==> src/rtl/game_ctrl.sv <==
// Game sequencer: idle / countdown / running / game-over FSM, tick divider,
// speed ramp, score and high score, and jump/duck command gating.
`timescale 1ns/1ps
module game_ctrl #(
  parameter int unsigned FRAME_DIV       = 550000,
  parameter int unsigned SPEED_INIT      = 100,
  parameter int unsigned SPEED_MAX       = 1000,
  parameter int unsigned SPEED_STEP      = 1,
  parameter int unsigned STEP_TICKS      = 60,
  parameter int unsigned COUNTDOWN_TICKS = 180,
  parameter int unsigned HOLD_TICKS      = 60
) (
  input  logic        clk,
  input  logic        rst,
  input  logic        start_btn,
  input  logic        jump_in,
  input  logic        duck_in,
  input  logic        collision,
  output logic [1:0]  state,
  output logic        runner_rst,
  output logic        game_tick,
  output logic        jump_cmd,
  output logic        duck_cmd,
  output logic [14:0] speed,
  output logic [15:0] score,
  output logic [15:0] hi_score
);

  localparam int unsigned DIV_W    = (FRAME_DIV > 2) ? $clog2(FRAME_DIV) : 1;
  localparam int unsigned PH_MAX   = (COUNTDOWN_TICKS > HOLD_TICKS) ? COUNTDOWN_TICKS : HOLD_TICKS;
  localparam int unsigned PH_W     = $clog2(PH_MAX + 1);
  localparam int unsigned STEP_W   = $clog2(STEP_TICKS + 1);
  localparam int unsigned HEADROOM = (SPEED_STEP >= SPEED_MAX) ? 0 : SPEED_MAX - SPEED_STEP;

  localparam logic [DIV_W-1:0]  DIV_LAST  = DIV_W'(FRAME_DIV - 1);
  localparam logic [PH_W-1:0]   PH_CD     = PH_W'(COUNTDOWN_TICKS);
  localparam logic [PH_W-1:0]   PH_HOLD   = PH_W'(HOLD_TICKS);
  localparam logic [PH_W-1:0]   PH_ONE    = PH_W'(1);
  localparam logic [STEP_W-1:0] STEP_LAST = STEP_W'(STEP_TICKS);
  localparam logic [14:0]       SPD_INIT  = 15'(SPEED_INIT);
  localparam logic [14:0]       SPD_MAX   = 15'(SPEED_MAX);
  localparam logic [14:0]       SPD_HEAD  = 15'(HEADROOM);
  localparam logic [14:0]       SPD_STEP  = 15'(SPEED_STEP);

  typedef enum logic [1:0] {
    IDLE      = 2'd0,
    COUNTDOWN = 2'd1,
    RUNNING   = 2'd2,
    GAMEOVER  = 2'd3
  } state_t;

  state_t cur_state, nxt_state;

  logic [DIV_W-1:0]  div_q, div_d;
  logic [PH_W-1:0]   phase_q, phase_d;
  logic [STEP_W-1:0] step_q, step_d, step_inc;
  logic [14:0]       speed_d;
  logic [15:0]       score_d, hi_d;
  logic              start_q, jump_q;
  logic              start_edge, jump_edge, t;
  logic              tick_d, jump_d, duck_d, runner_rst_d;

  assign state      = cur_state;
  assign t          = (div_q == DIV_LAST);
  assign start_edge = start_btn & ~start_q;
  assign jump_edge  = jump_in & ~jump_q;
  assign step_inc   = step_q + 1'b1;

  always_comb begin
    nxt_state = cur_state;
    div_d     = t ? '0 : div_q + 1'b1;
    phase_d   = phase_q;
    step_d    = step_q;
    speed_d   = speed;
    score_d   = score;
    hi_d      = hi_score;
    tick_d    = 1'b0;
    jump_d    = 1'b0;
    duck_d    = 1'b0;

    case (cur_state)
      IDLE: begin
        if (start_edge) begin
          nxt_state = COUNTDOWN;
          phase_d   = PH_CD;
          score_d   = '0;
          step_d    = '0;
          speed_d   = SPD_INIT;
          div_d     = '0;
        end
      end
      COUNTDOWN: begin
        if (t) begin
          phase_d = phase_q - 1'b1;
          if (phase_q == PH_ONE) nxt_state = RUNNING;
        end
      end
      RUNNING: begin
        // hi_score tracks the registered score, so it trails by one cycle
        if (score > hi_score) hi_d = score;
        if (collision) begin
          nxt_state = GAMEOVER;
          phase_d   = PH_HOLD;
        end else begin
          if (t) begin
            tick_d = 1'b1;
            if (score != '1) score_d = score + 16'd1;
            if (step_inc >= STEP_LAST) begin
              step_d  = '0;
              speed_d = (speed >= SPD_HEAD) ? SPD_MAX : speed + SPD_STEP;
            end else begin
              step_d = step_inc;
            end
          end
          jump_d = jump_edge;
          duck_d = duck_in & ~jump_edge;
        end
      end
      GAMEOVER: begin
        if (start_edge && phase_q == '0) begin
          nxt_state = COUNTDOWN;
          phase_d   = PH_CD;
          score_d   = '0;
          step_d    = '0;
          speed_d   = SPD_INIT;
          div_d     = '0;
        end else if (t && phase_q != '0) begin
          phase_d = phase_q - 1'b1;
        end
      end
      default: nxt_state = IDLE;
    endcase

    runner_rst_d = (nxt_state == IDLE) || (nxt_state == COUNTDOWN);
  end

  always_ff @(posedge clk) begin
    if (rst) begin
      cur_state  <= IDLE;
      div_q      <= '0;
      phase_q    <= '0;
      step_q     <= '0;
      speed      <= SPD_INIT;
      score      <= '0;
      hi_score   <= '0;
      start_q    <= 1'b0;
      jump_q     <= 1'b0;
      game_tick  <= 1'b0;
      jump_cmd   <= 1'b0;
      duck_cmd   <= 1'b0;
      runner_rst <= 1'b1;
    end else begin
      cur_state  <= nxt_state;
      div_q      <= div_d;
      phase_q    <= phase_d;
      step_q     <= step_d;
      speed      <= speed_d;
      score      <= score_d;
      hi_score   <= hi_d;
      start_q    <= start_btn;
      jump_q     <= jump_in;
      game_tick  <= tick_d;
      jump_cmd   <= jump_d;
      duck_cmd   <= duck_d;
      runner_rst <= runner_rst_d;
    end
  end

endmodule

==> config.mk <==
export PLATFORM = sky130hd
export DESIGN_NAME = game_ctrl
export DESIGN_NICKNAME = d
export VERILOG_FILES = /design/src/rtl/game_ctrl.sv
export SDC_FILE = /design/constraint.sdc
export NUM_CORES = 1
export LEC_CHECK = 0
export ABC_AREA = 1
export CORE_MARGIN = 5
export CORE_UTILIZATION = 50
export CTS_CLUSTER_DIAMETER = 30
export DETAILED_ROUTE_END_ITERATION = 8
export DONT_BUFFER_PORTS = 1
export SLEW_MARGIN = 20
export SYNTH_ARGS = -nofsm -noshare
export SYNTH_HDL_FRONTEND = slang
export SYNTH_SLANG_ARGS = --single-unit
==> constraint.sdc <==
create_clock -name clk -period 3.5 [get_ports clk]
set_input_delay 0.175 -clock clk [delete_from_list [all_inputs] [get_ports clk]]
set_output_delay 0.175 -clock clk [all_outputs]
set_load 0.03 [all_outputs]
==> run summary <==
The tools report the core outline area as 10900 um2. The global-route wire length before repair is 23900 um, and the critical path's largest stage delay is 0.74 ns. In the final layout, the multi-input gates occupy 3280 um2. The number of synthesized register bits is 89, and the compound-gate portion of the synthesized area is 8.50%. For the number of top-level pins, the log shows 59. The tree is rooted in a clkbuf_16.

After detailed routing, the average wire length per cell comes to 13.9 um. The tightest min-delay check is of the input port to flip-flop type. After floorplanning, the core was divided into 38 placement rows.

Net switching is 30.5% of the power. The width of the die was 116 um; the cell-internal power was 0.00196 W. The total DRC errors in the routed layout is 0. The number of setup buffers added after CTS is 0.

The repair_antennas step left the layout with diodes totalling 0. The pre-antenna-repair detailed-routing pass consisted of 5 iterations. Setup repair after global routing left no endpoint under its margin. Worst path required time: 3.74 ns.

Most common cell after layout, fill and taps aside: nand2_1. The power dissipated by switching net loads was 0.000860 W; the biggest fanout along the worst timing path was 32. Across the VDD grid, the largest voltage drop is 0.428 mV. For this run, the number of Yosys warnings is 0. Power spread over the standard cell area amounts to 456 nW/um2. The logs give 866 for the synthesized netlist cell count and 89 for the clock sink count. The critical path starts at hi_score[14]. The mapped netlist covers 5610 um2. By instance count, the cell type seen most on the critical path is nand2_1. The clock passes through at most 2 buffers. Clock skew: 0.00394 ns.

Summing the areas of all xor and xnor instances in the mapped netlist gives 2.50% of the synthesized area. From synthesis to final layout, the design area changed by 10.3%. The leakage power summed over all cells is 2.56 nW, and the final-stage net count is 907. The worst register-to-register path has a depth of 9. Detailed placement ended at an HPWL of 10200 um. Along the worst hold path, the cell count comes to 3.

The tools report the startpoint class of the critical path as a flip-flop. In the synthesized netlist the dominant register cell turns out to be dfxtp_1. The run gives 6180 um2 as the cell area after layout. The run gives 0 as the number of resized instances in the post-cts repair step.

The filler cells instantiated in the layout total 1116. Sequential cells were found to cover 31.8% of the synthesized design area. Multiplexer cells account for 0% of the synthesized area.

The max-slew headroom at the worst pin is 33.4%, and the count of max-cap constraint violations is 0. The clock slew at the register clock pins of the worst setup and hold paths is 0.06 ns. After detailed placement, the design holds a cell count of 999. The tools report the number of antenna-violating nets in the routed design as 0. The run gives 38 as the largest net degree at the start of global routing. TritonCTS built the clock tree. The via density per instance was 5.27; the simple logic cell fraction of the synthesized area was 41.4%. The cell type group with the largest total delay on the critical path was simple AND/OR/NAND/NOR gates. The die is 116 um tall. The setup TNS after final layout came out at 0 ns. Area taken by flip-flops and latches: 1780 um2. In the final layout, the share of cells above drive strength 1 is 9.56%. The share of the synthesized area in the top cell type is 31.8%.

Summed over all instances, the cell type with the most area after synthesis is dfxtp_1. Subtracting the final worst setup slack from the clock period gives 2.71 ns. The number of nets handed over by synthesis was 899. The run gives 9 as the total CTS buffers. The category of the most critical setup path is flip-flop to flip-flop. After synthesis, the largest family of logic cells by area is simple AND/OR/NAND/NOR gates. Leaving out filler cells and counting taps, the final layout contains 1019. Global routing used 21.9% of the available tracks across all layers. The worst hold path terminates at game_tick. Once the floorplan was initialized, standard cells occupied 51.3% of the core. The max-slew violation count came out at 0. The clock network is responsible for 40.8% of the overall power. The data arrival time of the worst path is 2.95 ns. The startpoint identified for the worst hold timing path is collision. The run gives 370 MHz as the achievable clock frequency. Input and output buffers added on the ports amount to 0. The measured slew at the worst slew-check pin is 0.996 ns.

The tools report the combinational cell fraction of total power as 17.4%. Walking the worst path, the cells encountered are inv_1 > ha_1 > nand4_1 > nor3_1 > nand2_1 > nand2_1 > nand3_1 > nand2_1 > nor2_1. Cell with the largest stage delay on the worst path: nand2_1. The total cell area at the placement stage came out at 5780 um2. By area the synthesized netlist is led by dfxtp_1 (32%), nand2_1 (14%), nor2_1 (9.4%), nand3_1 (7.1%), inv_1 (6.5%). The number of hold-slack violations in the final timing report was 0; the average footprint of a synthesized cell was 6.47 um2. Summing the areas of all fa, ha and maj instances in the mapped netlist gives 6.03% of the synthesized area.

The beginning of the worst register-to-register path was hi_score[14]. The endpoint class of the critical path is a flip-flop. The run gives 0 as the number of antenna violations at the first check in global routing. The buffering stage count on the worst path with inverters included was 1; the clock latency at the later pin of the worst-skew pair was 0.35 ns.

The post-route fraction of the period consumed by the critical path works out to 77.3%. The via count of the first global-routing pass came out at 4926. The reg-to-reg setup timing slack is 0.79 ns, and the count of flip-flops with a built-in enable after synthesis is 0.

The run gives 13400 um2 as the floorplan die area. The initial detailed-routing violation count was 319; the wire length reported by the detailed router was 14200 um. The number of different library cells used by synthesis comes to 38. For this run the aggregate overflow at the end of global routing stands at 0. The share of power burned in registers is 41.8%. Endpoint of the worst-slack reg-to-reg timing path: hi_score[3]. The fraction of registers with async set/reset works out to 0%.

In the layout the commonest cells are nand2_1 (214), nor2_1 (140), inv_1 (97). The final route contains 5375 vias. Routability-driven placement finished with a final weighted congestion of 0.873. For the final setup violation count, the log shows 0. The H-tree was split into 3 levels. The run finished with clean final reports.
[final cells by class]
type	count	share of cell area (%)
Inverter	110	6.70
Tap cell	140	2.83
Sequential cell	89	28.8
Clock buffer	12	4.15
Multi-Input combinational cell	643	53.0
Clock inverter	4	1.60
Timing Repair Buffer	21	2.87
[flip-flops by register name, summed over array words and instances, names as in the netlist, 2 cells and up]
register / cells
state: 2
div_q: 20
phase_q: 8
speed: 15
score: 16
step_q: 6
hi_score: 16
[cell usage after synthesis (5+ instances only)]
library cell,n
buf_2,10
ha_1,27
a21oi_2,6
xor2_1,15
nor2_1,140
nor2_2,9
nand2_2,8
dfxtp_1,89
a21oi_1,53
nor3_1,13
inv_1,97
clkbuf_1,7
nand3_1,79
nand4_1,27
nor3b_1,7
nand2_1,214
inv_2,11
o21ai_0,12
o21ai_1,5
[cells by family after synthesis]
| group | after synthesis |
|---|---|
| AOI/OAI and AO/OA | 86 |
| buffers and inverters | 134 |
| adders and majority gates | 27 |
| xor gates and xnor gates | 16 |
| and+or+nand+nor | 514 |
| DFF | 89 |
[metal layers]
metal | vias up | GRT usage (%) | share of wire (%)
li1 | 2792 | - | -
met1 | 2433 | 30.5 | 48
met2 | 135 | 33.1 | 43
met3 | 15 | 6.21 | 7.4
met4 | 0 | 6.57 | 1.4
met5 | - | 0 | 0
[how the worst max path moves through the flow]
stage | to | slack, ns | depth (start not counted)
after global placement | hi_score[14] | 0.94 | 9
after detailed placement | hi_score[2] | 0.80 | 9
after global routing | hi_score[3] | 0.46 | 9
after CTS | hi_score[2] | 0.79 | 9
final | hi_score[3] | 0.79 | 9
after floorplan | score[11] | 1.50 | 14
[repair_timing]
item | in CTS | in global routing
setup endpoints to repair | 0 | 0
hold endpoints to repair | 32 | 0
hold buffers | 4 | 0
[through the flow]
stage	worst slack [ns]	total power (W)	hold WS (ns)	util, %
final	0.794	0.00282	0.0783	56.5
after global placement	0.941	0.00166	0.242	52.8
after CTS	0.792	0.00284	0.0667	56.5
after global routing	0.460	0.00297	0.0855	56.5
after floorplan	1.50	0.00160	0.300	-
after detailed placement	0.804	0.00167	0.243	52.8
[power groups by stage]
stage               registers (W)  clock network (W)  logic, W
global placement          0.00120                  0  0.000464
global route              0.00119            0.00122  0.000564
detailed placement        0.00120                  0  0.000473
finish                    0.00118            0.00115  0.000490
floorplan                 0.00118                  0  0.000420
CTS                       0.00118            0.00117  0.000490
[worst register-to-register path, stage by stage (launching register included)]
cell	delay, ns
dfxtp_1	0.53
inv_1	0.09
ha_1	0.31
nand4_1	0.13
nor3_1	0.35
nand2_1	0.10
nand2_1	0.74
nand3_1	0.17
nand2_1	0.13
nor2_1	0.05
No activity file was read; power rests on OpenSTA's default activity.
